===== src/rtl/pulse_sync_gen.sv =====
// PMT-synchronised multi-channel switch driver.
// A synchronised PMT rising edge starts a delay-compensated PRT countdown; on
// expiry the block fires, toggling or pulsing the NCH switch outputs. Every
// cpi_len normal fires a CPI boundary fire (with an extra gap) resets the CPI
// counter and the switch level. Configuration is double-buffered: a shadow copy
// is captured on cfg_load and promoted only at safe points.
module pulse_sync_gen #(
    parameter int               NCH         = 2,
    parameter int               CNT_W       = 16,
    parameter int               CPI_W       = 8,
    parameter int               DEF_PRT     = 2400,
    parameter int               DEF_DELAY   = 9,
    parameter int               DEF_GAP     = 0,
    parameter int               DEF_CPI_LEN = 99,
    parameter logic [NCH-1:0]   INV_MASK    = '0
) (
    input  logic                sysclk_i,
    input  logic                rst_i,
    input  logic                pmt_i,
    input  logic                clear_i,
    input  logic [NCH-1:0]      chan_en_i,
    input  logic                cfg_load_i,
    input  logic [CNT_W-1:0]    cfg_prt_i,
    input  logic [CNT_W-1:0]    cfg_delay_i,
    input  logic [CNT_W-1:0]    cfg_gap_i,
    input  logic [CPI_W-1:0]    cfg_cpi_len_i,
    input  logic                cfg_mode_i,
    input  logic [CNT_W-1:0]    cfg_pulse_w_i,
    output logic [NCH-1:0]      switch_o,
    output logic                cpi_start_o,
    output logic [CPI_W-1:0]    cpi_count_o,
    output logic                busy_o,
    output logic                cfg_err_o,
    output logic                pmt_overrun_o
);

    typedef enum logic {ST_IDLE, ST_WAIT} state_t;

    typedef struct packed {
        logic [CNT_W-1:0] prt;
        logic [CNT_W-1:0] delay;
        logic [CNT_W-1:0] gap;
        logic [CPI_W-1:0] cpi_len;
        logic             mode;
        logic [CNT_W-1:0] pulse_w;
    } cfg_t;

    localparam cfg_t CFG_DEF = '{
        prt:     CNT_W'(DEF_PRT),
        delay:   CNT_W'(DEF_DELAY),
        gap:     CNT_W'(DEF_GAP),
        cpi_len: CPI_W'(DEF_CPI_LEN),
        mode:    1'b0,
        pulse_w: CNT_W'(1)
    };

    logic             pmt_meta_q, pmt_sync_q, pmt_prev_q;
    state_t           state_q;
    logic [CNT_W-1:0] count_q;
    logic [CPI_W-1:0] cpi_q;
    logic             base_q, base_d;
    logic [CNT_W-1:0] pcnt_q, pcnt_d;
    logic [NCH-1:0]   switch_q, switch_d;
    logic             cpi_start_q;
    logic             cfg_err_q;
    logic             overrun_q;
    cfg_t             shd_q, shd_d;
    cfg_t             act_q, act_d;
    cfg_t             cfg_in;

    logic             rise;
    logic             cfg_bad;
    logic [CNT_W-1:0] t_norm;
    logic [CNT_W:0]   t_sum;
    logic [CNT_W-1:0] t_bnd;
    logic             at_boundary;
    logic [CNT_W-1:0] target;
    logic             fire;
    logic             xfer;

    assign cfg_in = '{
        prt:     cfg_prt_i,
        delay:   cfg_delay_i,
        gap:     cfg_gap_i,
        cpi_len: cfg_cpi_len_i,
        mode:    cfg_mode_i,
        pulse_w: cfg_pulse_w_i
    };

    assign rise        = pmt_sync_q & ~pmt_prev_q;
    assign cfg_bad     = (act_q.delay >= act_q.prt);
    // A delay that swallows the whole PRT degenerates to the shortest countdown.
    assign t_norm      = cfg_bad ? CNT_W'(1) : (act_q.prt - act_q.delay);
    assign t_sum       = {1'b0, t_norm} + {1'b0, act_q.gap};
    assign t_bnd       = t_sum[CNT_W] ? '1 : t_sum[CNT_W-1:0];
    assign at_boundary = (cpi_q == act_q.cpi_len);
    assign target      = at_boundary ? t_bnd : t_norm;
    assign fire        = (state_q == ST_WAIT) && (count_q == target);

    // Promote shadow config only between CPIs or on the boundary fire itself.
    assign xfer  = !clear_i && (((state_q == ST_IDLE) && (cpi_q == '0)) || (fire && at_boundary));
    assign shd_d = (!clear_i && cfg_load_i) ? cfg_in : shd_q;
    assign act_d = xfer ? (cfg_load_i ? cfg_in : shd_q) : act_q;

    // Next switch level: pulse timeout first, then fire action, clear overrides.
    always_comb begin
        base_d = base_q;
        pcnt_d = pcnt_q;
        if (pcnt_q != '0) begin
            pcnt_d = pcnt_q - CNT_W'(1);
            if (pcnt_q == CNT_W'(1)) begin
                base_d = 1'b0;
            end
        end
        if (fire) begin
            if (at_boundary) begin
                base_d = 1'b0;
                pcnt_d = '0;
            end else if (act_q.mode) begin
                base_d = 1'b1;
                pcnt_d = (act_q.pulse_w == '0) ? CNT_W'(1) : act_q.pulse_w;
            end else begin
                base_d = ~base_q;
            end
        end
        if (clear_i) begin
            base_d = 1'b0;
            pcnt_d = '0;
        end
    end

    for (genvar gi = 0; gi < NCH; gi++) begin : g_switch
        assign switch_d[gi] = chan_en_i[gi] ? (base_d ^ INV_MASK[gi]) : INV_MASK[gi];
    end

    // Two-flop PMT synchroniser plus edge-detect history.
    always_ff @(posedge sysclk_i or posedge rst_i) begin
        if (rst_i) begin
            pmt_meta_q <= 1'b0;
            pmt_sync_q <= 1'b0;
            pmt_prev_q <= 1'b0;
        end else begin
            pmt_meta_q <= pmt_i;
            pmt_sync_q <= pmt_meta_q;
            pmt_prev_q <= pmt_sync_q;
        end
    end

    // Output level, pulse counter and config registers.
    always_ff @(posedge sysclk_i or posedge rst_i) begin
        if (rst_i) begin
            base_q   <= 1'b0;
            pcnt_q   <= '0;
            switch_q <= INV_MASK;
            shd_q    <= CFG_DEF;
            act_q    <= CFG_DEF;
        end else begin
            base_q   <= base_d;
            pcnt_q   <= pcnt_d;
            switch_q <= switch_d;
            shd_q    <= shd_d;
            act_q    <= act_d;
        end
    end

    // Countdown FSM with CPI counter, boundary strobe and sticky flags.
    always_ff @(posedge sysclk_i or posedge rst_i) begin
        if (rst_i) begin
            state_q     <= ST_IDLE;
            count_q     <= '0;
            cpi_q       <= '0;
            cpi_start_q <= 1'b0;
            cfg_err_q   <= 1'b0;
            overrun_q   <= 1'b0;
        end else begin
            cpi_start_q <= 1'b0;
            if (clear_i) begin
                state_q   <= ST_IDLE;
                count_q   <= '0;
                cpi_q     <= '0;
                cfg_err_q <= 1'b0;
                overrun_q <= 1'b0;
            end else begin
                case (state_q)
                    ST_IDLE: begin
                        if (rise) begin
                            state_q <= ST_WAIT;
                            count_q <= '0;
                        end
                    end
                    ST_WAIT: begin
                        if (rise) begin
                            overrun_q <= 1'b1;
                        end
                        if (cfg_bad) begin
                            cfg_err_q <= 1'b1;
                        end
                        if (fire) begin
                            state_q <= ST_IDLE;
                            count_q <= '0;
                            if (at_boundary) begin
                                cpi_q       <= '0;
                                cpi_start_q <= 1'b1;
                            end else begin
                                cpi_q <= cpi_q + CPI_W'(1);
                            end
                        end else begin
                            count_q <= count_q + CNT_W'(1);
                        end
                    end
                    default: state_q <= ST_IDLE;
                endcase
            end
        end
    end

    assign switch_o      = switch_q;
    assign cpi_start_o   = cpi_start_q;
    assign cpi_count_o   = cpi_q;
    assign busy_o        = (state_q == ST_WAIT);
    assign cfg_err_o     = cfg_err_q;
    assign pmt_overrun_o = overrun_q;

endmodule


===== config.mk =====
export PLATFORM = sky130hd
export DESIGN_NAME = pulse_sync_gen
export DESIGN_NICKNAME = d
export VERILOG_FILES = /design/src/rtl/pulse_sync_gen.sv
export SDC_FILE = /design/constraint.sdc
export NUM_CORES = 1
export LEC_CHECK = 0
export ABC_AREA = 0
export BUFFER_PORTS_ARGS = -buffer_cell sky130_fd_sc_hd__buf_4
export CORE_MARGIN = 3
export CORE_UTILIZATION = 60
export DETAILED_ROUTE_END_ITERATION = 16
export GPL_TIMING_DRIVEN = 0
export HOLD_SLACK_MARGIN = 0.05
export MAX_ROUTING_LAYER = met4
export PLACE_DENSITY = 0.9
export SYNTH_ARGS = -nofsm -noshare
export SYNTH_HDL_FRONTEND = slang
export SYNTH_SLANG_ARGS = --single-unit

===== constraint.sdc =====
create_clock -name sysclk_i -period 12.8 [get_ports sysclk_i]
set_clock_uncertainty 0.2 [all_clocks]
set_input_delay 0.64 -clock sysclk_i [delete_from_list [all_inputs] [get_ports sysclk_i]]
set_output_delay 0.64 -clock sysclk_i [all_outputs]
set_load 0.02 [all_outputs]

Yosys cells after proc, flatten, opt, wreduce, memory -nomap -nowiden
Index checks and enable logic that the tools add are counted.
Word-level totals
  flip-flop bits (word level): 196
  input bits: 80
  output and inout bits: 14
  word-level logic and storage cells: 95
Operators by class
  add/subtract/negate cells: 5
  order comparisons: 1
  equality and inequality tests: 4
  mux-type cells: 40
  bitwise gates (word level): 4
  reduce and logical (&&, ||, !) cells: 17
Operators by type and width (count)
  $mux 16: 12
  $mux 73: 1
  $mux 8: 4
  $pmux 16 s2: 1
  $mux 1: 21
  $add 16x16->17: 1
  $add 16x1->16 const B: 1
  $eq 16x1->1 const B: 1
  $eq 16x16->1: 1
  $ge 16x16->1: 1
  $logic_not 16->1: 1
  $reduce_bool 16->1: 1
  $sub 16x1->16 const B: 1
  $sub 16x16->16: 1
  $add 8x1->8 const B: 1
  $eq 8x8->1: 1
  $logic_not 8->1: 1
  $reduce_bool 2->1: 4
  $reduce_and 2->1: 3
  $logic_and 1x1->1: 5
  $ne 3x3->1 const B: 1
  $not 1->1: 3
  $pmux 1 s2: 1
  $and 1x1->1: 1
  other kinds (2): 2

Longest topological paths before layout
Gate-level depths: netlist of the first run.
  depth after elaboration: 10
  mapped depth: 27
  depth with buffers taken out: 23

Worst setup path before layout of the first run
OpenSTA, ideal clock, no wires.
  path type: register -> register
  start: register act_q[44] (netlist name)
  end: register act_q[1] (netlist name)
  data arrival time: 5464 ps
  slack: 7009 ps
  cell stages (with the launch flop): 26
  path buffers: 4
  period minus slack after synthesis: 5791 ps
  path through: dfstp_2 > inv_1 > ha_1 > clkbuf_1 > o21a_1 > o31a_1 > a21oi_2 > o21ai_2 > nand2_1 > nor2_1 > inv_1 > fa_1 > nand2b_1 > a211oi_2 > o211ai_1 > a21oi_2 > buf_2 > nor2_1 > a2111oi_0 > nand4_1 > nor4_2 > nand3_1 > o21ai_1 > buf_4 > buf_6 > mux2_1
Between the ends
  cells in the longest elaborated chain, start to end: 10
RTL lines
  start: declaration: RTL line 68  | cfg_t act_q, act_d;
  start signal: assignment: RTL line 162  | act_q <= act_d;
  $sub 16x16->16 / $ge 16x16->1 (equally long branches): RTL line 93, 91
  $mux 16 *: RTL line 93  | assign t_norm = cfg_bad ? CNT_W'(1) : (act_q.prt - act_q.delay);
  $add 16x16->17: RTL line 94  | assign t_sum = {1'b0, t_norm} + {1'b0, act_q.gap};
  $mux 16: RTL line 95  | assign t_bnd = t_sum[CNT_W] ? '1 : t_sum[CNT_W-1:0];
  $mux 16 *: RTL line 97  | assign target = at_boundary ? t_bnd : t_norm;
  $eq 16x16->1 *: RTL line 98  | assign fire = (state_q == ST_WAIT) && (count_q == target);
  $logic_and 1x1->1 *: RTL line 98
  $logic_and 1x1->1 *: RTL line 101  | assign xfer = !clear_i && (((state_q == ST_IDLE) && (cpi_q == '0)) || (fire && at_boundary));
  $logic_or 1x1->1 *: RTL line 101
  $logic_and 1x1->1 *: RTL line 101
Mark *: on every way between the ends. The rest lies on a longest branch, timed or not.
A chain may end at the register's enable or synchronous reset.

Worst setup path after layout of the first run
  start: register act_q[44] (netlist name)
  end: register act_q[4] (netlist name)
The elaborated chain is that of the path after synthesis.

==> results of run 1 <==
-- Yosys cell counts, drive strengths merged (11+ instances only) --
cell type,number
mux2,185
dfrtp,174
nand2,63
nor2,45
inv,44
o21ai,44
a21oi,43
clkbuf,42
mux2i,41
ha,38
nand3,31
xnor2,31
dfstp,22
nor3,22
buf,19
nand4,17
o2bb2ai,15
xor2,15
o211ai,14
and3,12
nor4,11
-- state kept, by name, indices dropped and copies added, names as in the netlist --
name	count
pmt_prev_q	1
switch_o	2
count_q	16
pcnt_q	16
shd_q	73
pmt_meta_q	1
pmt_sync_q	1
busy_o	1
cpi_start_o	1
base_q	1
cpi_count_o	8
pmt_overrun_o	1
cfg_err_o	1
act_q	73
-- repair_timing --
action | 4_1_cts | 5_1_grt
hold endpoints to repair | 2 | 0
gates resized for setup | 0 | 0
setup endpoints to repair | 0 | 0
hold buffers | 1 | 0
-- metrics by stage --
stage,power (W),area [um2],hold WS [ps],std cells,worst slack [ps]
3_3_place_gp,0.00195,12600,133,1424,4600
3_5_place_dp,0.00199,12600,147,1425,5590
4_1_cts,0.00254,13200,96.2,1458,5540
2_1_floorplan,0.00169,11600,131,1071,6660
5_1_grt,0.00271,13200,94.8,1458,4900
6_report,0.00256,13200,98.2,1458,5340
-- cell type report --
type | instances | area (um2) | area share, %
Multi-Input combinational cell | 769 | 6190 | 46.7
Clock inverter | 13 | 140 | 1.06
Sequential cell | 196 | 4930 | 37.2
Clock buffer | 19 | 443 | 3.35
Timing Repair Buffer | 95 | 736 | 5.56
Tap cell | 260 | 325 | 2.46
Inverter | 45 | 176 | 1.33
Buffer | 61 | 300 | 2.27
-- power by group --
part,switching [W],internal (W)
Sequential,0.0000783,0.000742
Combinational,0.000711,0.000493
Clock,0.000259,0.000280
Total,0.00105,0.00151
-- per-layer routing --
metal | vias to the layer above | track usage (%)
met5 | - | -
met4 | 0 | 10.3
met3 | 71 | 4.18
met2 | 368 | 45.1
met1 | 4488 | 36.7
li1 | 4169 | -
-- logic make-up (layout without fill, tap and decap cells) --
kind of cell | after synthesis | after routing
AO/OA/AOI/OAI | 212 | 212
XOR/XNOR | 47 | 47
adder cells (fa/ha/maj) | 40 | 40
buffers and inverters | 106 | 233
flip-flops | 196 | 196
multiplexers | 226 | 226
AND/OR/NAND/NOR | 244 | 244
-- how the worst max path moves through the flow --
stage	cells after the start	slack (ps)	from	end
3_5_place_dp	25	5590	act_q[44]	act_q[1]
2_1_floorplan	1	6660	rst_i	act_q[10]
4_1_cts	25	5540	act_q[44]	act_q[4]
3_3_place_gp	2	4600	rst_i	shd_q[67]
5_1_grt	25	4900	act_q[44]	act_q[4]
6_report	25	5340	act_q[44]	act_q[4]
==> summary.md, run 1 <==
| Metric | Value |
|---|---|
| Status | `finished clean` |
| Fin. Hold Viols | `0` |
| I/O Buffers | `93` |
| Wire length of the first global-routing pass | `47.0 mm` |
| Yosys warnings | `0` |
| Clock root cell | `clkbuf_16` |
| Die area | `21,000 um2` |
| Setup TNS | `0 ps` |
| Ant. Diodes | `0` |
| GP Congestion | `0.922` |
| Most common cell after layout, fill and taps aside | `dfrtp_1` |
| Share of layout cells above drive strength 1 | `26.2%` |
| Xor-xnor portion of the synthesized cell area | `3.68%` |
| Via count | `9,096` |
| Count of cell types in the netlist | `83` |
| Number of I/O pins | `94` |
| Hold Startpoint | `pmt_i` |
| Initial Utilization | `61.5%` |
| Worst VDD drop | `0.000132 V` |
| Post-synth EDFFs | `0` |
| GRT Residual Overflow | `0` |
| Crit-path slowest cell | `dfstp_2` |
| Fillcell total | `1,357` |
| Die H | `145 um` |
| Uppermost layer routed | `met4` |
| Reg2reg setup slack | `5340 ps` |
| Clk slew on worst S/H paths | `80 ps` |
| Synth area leaders | `dfrtp_1, mux2_2, mux2_1` |
| RSZ-0062 raised after global routing | `no` |
| Vias in the first global route | `9,096` |
| Critical Path AT | `7580 ps` |
| Worst setup EP type | `flip-flop` |
| Routed Antenna Nets | `0` |
| Hold Path End | `pmt_meta_q` |
| Slowest cell delay on critical path | `520 ps` |
| DIE WIDTH | `145 um` |
| Avg Cell Area, Syn | `10.8 um2` |
| Met3 WL | `1.57 mm` |
| Post-synthesis sequential area ratio | `42.6%` |
| CP Max Fanout | `10` |
| Worst hold path cell count | `1` |
| Top-area cell type share of the netlist area | `37.6%` |
| Final setup viols | `0` |
| Max-capacitance violation count | `0` |
| Largest net degree at the start of global routing | `126` |
| Mux cell area share after synthesis | `21.5%` |
| Largest family of logic cells by synthesized area | `multiplexers` |
| CTS tree | `done` |
| DRC | `0` |
| Yosys top cell by area | `dfrtp_1` |
| F_max | `134 MHz` |
| Synthesis-stage register bit count | `196` |
| Post-synth top flop | `dfrtp_1` |
| Period minus WS final | `7460 ps` |
| Synth Instances | `1,071` |
| CP Data Required Time | `12,930 ps` |
| Initial antenna violation count | `0` |
| Compound-Gate Fraction of Synth Area | `13.0%` |
| Final period util | `58.3%` |
| Setup Buffers After CTS | `0` |
| Worst Path Buf+Inv | `6` |
| Post-layout util | `70.3%` |
| Initial DRT Pass Iterations | `6` |
| Hold Crit Class | `in -> reg` |
| WL/cell | `19.9 um` |
| Core ar. | `18,800 um2` |
| Pleak | `5.65 nW` |
| Met2 Wirelength | `14.1 mm` |
| PwrDens | `194 nW/um2` |
| DR iter-0 viols | `982` |
| Worst rel slew slack | `27.3%` |
| Clk_lat worst skew | `450 ps` |
| Most frequent cells in the layout | `dfrtp_1, mux2_2, buf_4, nand2_1, mux2_1` |
| WS Path Type | `reg -> reg` |
| Synth Area in Adders | `4.45%` |
| Mapped Area | `11,600 um2` |
| Final-report max-slew violation count | `0` |
| Clk sink count | `196` |
| CP delay by family, top | `compound AO/OA/AOI/OAI gates` |
| WL met1 | `12.5 mm` |
| R2R depth | `25` |
| GRT Overall Usage | `28.1%` |
| Post-Synth Simple-Gate Area | `10.8%` |
| Num rows | `50` |
| Syn nets | `1,191` |
| Reg2reg end | `act_q[4]` |
| Post-DR vias/cell | `6.24` |
| Area delta synth->final | `14.2%` |
| Maximum clock path buffer count | `2` |
| Worst r2r src | `act_q[44]` |
| H-tree depth reported by CTS | `4` |
| Layout net count | `1,305` |
| Dpl hpwl | `21.1 mm` |
| Worst-Margin Slew | `1080 ps` |
| Post-synth ARST share | `100%` |
| Nature of the critical path startpoint | `flip-flop` |
| Num CTS Buffers | `17` |
| Routed wire length | `29.1 mm` |
Power figures use the tool's default switching activity.
==> inputs of run 2 (changes only) <==
- ABC_AREA: 0 -> 1
- CORE_UTILIZATION: 60 -> 56
- PLACE_DENSITY: 0.9 -> 0.88
- clock period: 12.8 -> 6.5 ns (I/O delays scaled with it)
==> run 2 against run 1 <==
Against the previous run:
- worst setup slack got worse by 4600 ps
- critical path type unchanged
- sequential share of layout area fell by 4.6 points
- via count rose by 37%
- global-route usage rose by 6.0 points
- clock power rose by 120%
- register-to-register slack got worse by 4600 ps
- worst hold slack got worse by 23 ps
- utilization fell by 1.6 points
- clock-buffer cell count fell by 2
- total power rose by 140%
==> summary.md, run 2 <==
| Metric | Value |
|---|---|
| DR iter-0 viols | `1,266 (was 982)` |
| Clk sink count | `196 (unchanged)` |
| Pleak | `8.07 nW (was 5.65 nW)` |
| Share of layout cells above drive strength 1 | `15.3% (was 26.2%)` |
| GP Congestion | `0.951 (was 0.922)` |
| Worst VDD drop | `0.000255 V (was 0.000132 V)` |
| Top-area cell type share of the netlist area | `34.5% (was 37.6%)` |
| Synth Instances | `1,711 (was 1,071)` |
| Syn nets | `1,831 (was 1,191)` |
| PwrDens | `416 nW/um2 (was 194 nW/um2)` |
| Post-DR vias/cell | `5.69 (was 6.24)` |
| CP Max Fanout | `10 (unchanged)` |
| Final Power | `0.00628 W (was 0.00256 W)` |
| WL/cell | `18.2 um (was 19.9 um)` |
| Worst hold path cell count | `3 (was 1)` |
| DRC | `0 (unchanged)` |
| Clk slew on worst S/H paths | `100 ps (was 80 ps)` |
| Initial antenna violation count | `0 (unchanged)` |
| R2R depth | `29 (was 25)` |
| Slowest cell delay on critical path | `500 ps (was 520 ps)` |
| CP delay by family, top | `simple AND/OR/NAND/NOR gates (was compound AO/OA/AOI/OAI gates)` |
| Critical Path AT | `5890 ps (was 7580 ps)` |
| Pre-CTS WS | `900 ps (was 5590 ps)` |
| Area delta synth->final | `19.8% (was 14.2%)` |
| Count leader, synth | `nand2_1 (was dfrtp_1)` |
| Synth top cells by count | `nand2_1, inv_1, dfrtp_1 (was dfrtp_1, mux2_2, nand2_1)` |
| Layout net count | `2,019 (was 1,305)` |
| Yosys warnings | `0 (unchanged)` |
| Number of I/O pins | `94 (unchanged)` |
| Crit-path slowest cell | `clkbuf_1 (was dfstp_2)` |
| Core ar. | `22,000 um2 (was 18,800 um2)` |
| Num CTS Buffers | `17 (unchanged)` |
| Clock root cell | `clkbuf_16 (unchanged)` |
| Yosys top cell by area | `dfrtp_1 (unchanged)` |
| Routed wire length | `39.8 mm (was 29.1 mm)` |
| Worst setup EP type | `flip-flop (unchanged)` |
| Die H | `156 um (was 145 um)` |
| Post-synth EDFFs | `0 (unchanged)` |
| CTS tree | `done (unchanged)` |
| GRT Residual Overflow | `0 (unchanged)` |
| Post-synthesis sequential area ratio | `39.1% (was 42.6%)` |
| Hold Crit Class | `in -> reg (unchanged)` |
| Avg Cell Area, Syn | `7.37 um2 (was 10.8 um2)` |
| Mapped Area | `12,600 um2 (was 11,600 um2)` |
| GRT Overall Usage | `34.1% (was 28.1%)` |
| Worst r2r src | `act_q[53] (was act_q[44])` |
| Num rows | `54 (was 50)` |
| Worst-Margin Slew | `814 ps (was 1080 ps)` |
| Hold Startpoint | `cfg_gap_i[3] (was pmt_i)` |
| Die area | `24,300 um2 (was 21,000 um2)` |
| H-tree depth reported by CTS | `4 (unchanged)` |
| Period minus WS final | `5760 ps (was 7460 ps)` |
| F_max | `174 MHz (was 134 MHz)` |
| Synthesis-stage register bit count | `196 (unchanged)` |
| Synth area leaders | `dfrtp_1, nand2_1, inv_1 (was dfrtp_1, mux2_2, mux2_1)` |
| Fillcell total | `1,626 (was 1,357)` |
| Status | `finished clean (unchanged)` |
| Max-capacitance violation count | `0 (unchanged)` |
| PnR worst setup slack | `741 ps (was 5340 ps)` |
| Setup Buffers After CTS | `0 (unchanged)` |
| I/O Buffers | `92 (was 93)` |
| Count of cell types in the netlist | `47 (was 83)` |
| Final-report max-slew violation count | `0 (unchanged)` |
| Maximum clock path buffer count | `2 (unchanged)` |
| Worst Path Buf+Inv | `7 (was 6)` |
| Initial Utilization | `57.4% (was 61.5%)` |
| Reg2reg setup slack | `740 ps (was 5340 ps)` |
| Hold Path End | `shd_q[28] (was pmt_meta_q)` |
| Reg2reg end | `act_q[33] (was act_q[4])` |
| Clk_lat worst skew | `460 ps (was 450 ps)` |
| WS Path Type | `reg -> reg (unchanged)` |
| Biggest regs | `act_q: 73 flops, shd_q: 73 flops (unchanged)` |
| Final period util | `88.6% (was 58.3%)` |
| Via count | `12,468 (was 9,096)` |
| Final setup viols | `0 (unchanged)` |
| Most frequent cells in the layout | `nand2_1, inv_1, dfrtp_1, nor2_1, nand3_1 (was dfrtp_1, mux2_2, buf_4, nand2_1, mux2_1)` |
| Largest net degree at the start of global routing | `128 (was 126)` |
| Most common cell after layout, fill and taps aside | `nand2_1 (was dfrtp_1)` |
| Wire length of the first global-routing pass | `63.7 mm (was 47.0 mm)` |
| Vias in the first global route | `12,287 (was 9,096)` |
| RSZ-0062 raised after global routing | `no (unchanged)` |
| Crit path top cell by count | `nand2_1` |
| DIE WIDTH | `156 um (was 145 um)` |
| Dpl hpwl | `26.3 mm (was 21.1 mm)` |
| Post-synth ARST share | `100% (unchanged)` |
| Post-cts sizing count | `0 (unchanged)` |
| Worst rel slew slack | `45.8% (was 27.3%)` |
| Fin. Hold Viols | `0 (unchanged)` |
| Ant. Diodes | `0 (unchanged)` |
| Worst hold slack | `74.7 ps (was 98.2 ps)` |
| Post-synth top flop | `dfrtp_1 (unchanged)` |
| Routed Antenna Nets | `0 (unchanged)` |
| Post-layout util | `68.8% (was 70.3%)` |
| CP Data Required Time | `6630 ps (was 12,930 ps)` |
| Nature of the critical path startpoint | `flip-flop (unchanged)` |
| Hold buffer count at CTS | `76 (was 1)` |
| Initial DRT Pass Iterations | `6 (unchanged)` |
[run 2: cell types whose count changed after synthesis, sizes merged, moves of 41 or more]
cell	change
nand3	+128
mux2	-121
nand2	+508
mux2i	-41
inv	+167
nor2	+97
[run 2: stage by stage]
step	cells	area, um2	TNS [ps]
floorplan	1711	12600	0
global placement	2083	13600	-228960
detailed placement	2084	13700	0
CTS	2192	15100	0
global route	2192	15100	0
finish	2192	15100	0
[run 2: kinds of logic (layout without fill, tap and decap cells)]
group	after synthesis	in the layout	share of synthesized area [%]
and+or+nand+nor	934	934	31.8
buffers and inverters	278	479	9.46
DFF	196	196	39.1
AOI/OAI and AO/OA	165	165	7.44
muxes	64	64	5.72
adders and majority gates	40	40	4.09
xor gates and xnor gates	34	34	2.36
[run 2: per-layer routing]
metal  routed length (um)  share of wire, %  global-route usage (%)
met4                 2320               5.8                    16.4
met1                15500                39                    41.2
met2                19000                48                    56.0
met5                    0                 0                       -
met3                 2940               7.4                    5.55
[run 2: how the worst max path moves through the flow]
stage / startpoint / end / slack [ps] / cells past startpoint
floorplan: rst_i / act_q[10] / 670 / 1
global placement: rst_i / count_q[0] / -1340 / 2
detailed placement: act_q[41] / act_q[33] / 900 / 33
CTS: act_q[41] / act_q[41] / 860 / 33
global route: act_q[67] / act_q[54] / 170 / 30
finish: act_q[53] / act_q[33] / 740 / 29
[run 2: final cells by class]
class / instances / area (um2) / share of cell area (%)
Tap cell: 280 / 350 / 2.32
Clock buffer: 17 / 425 / 2.82
Sequential cell: 196 / 4930 / 32.7
Inverter: 211 / 800 / 5.30
Timing Repair Buffer: 169 / 1480 / 9.80
Clock inverter: 15 / 231 / 1.53
Multi-Input combinational cell: 1237 / 6480 / 42.9
Buffer: 67 / 400 / 2.65
[run 2: worst register-to-register path: cells and delay by family, from the launching register on]
kind,cells,cell delay [ps]
flip-flops,1,430
adder cells (fa/ha/maj),2,770
buffers and inverters,7,1370
AO/OA/AOI/OAI,1,170
AND/OR/NAND/NOR,19,2680
[run 2: power by group]
part	leakage [nW]	internal (W)	switching, W	total (W)
sequential	2.43	0.00149	0.000259	0.00175
combinational	5.32	0.00122	0.00212	0.00334
clock	0.317	0.000580	0.000611	0.00119
total	8.07	0.00329	0.00299	0.00628
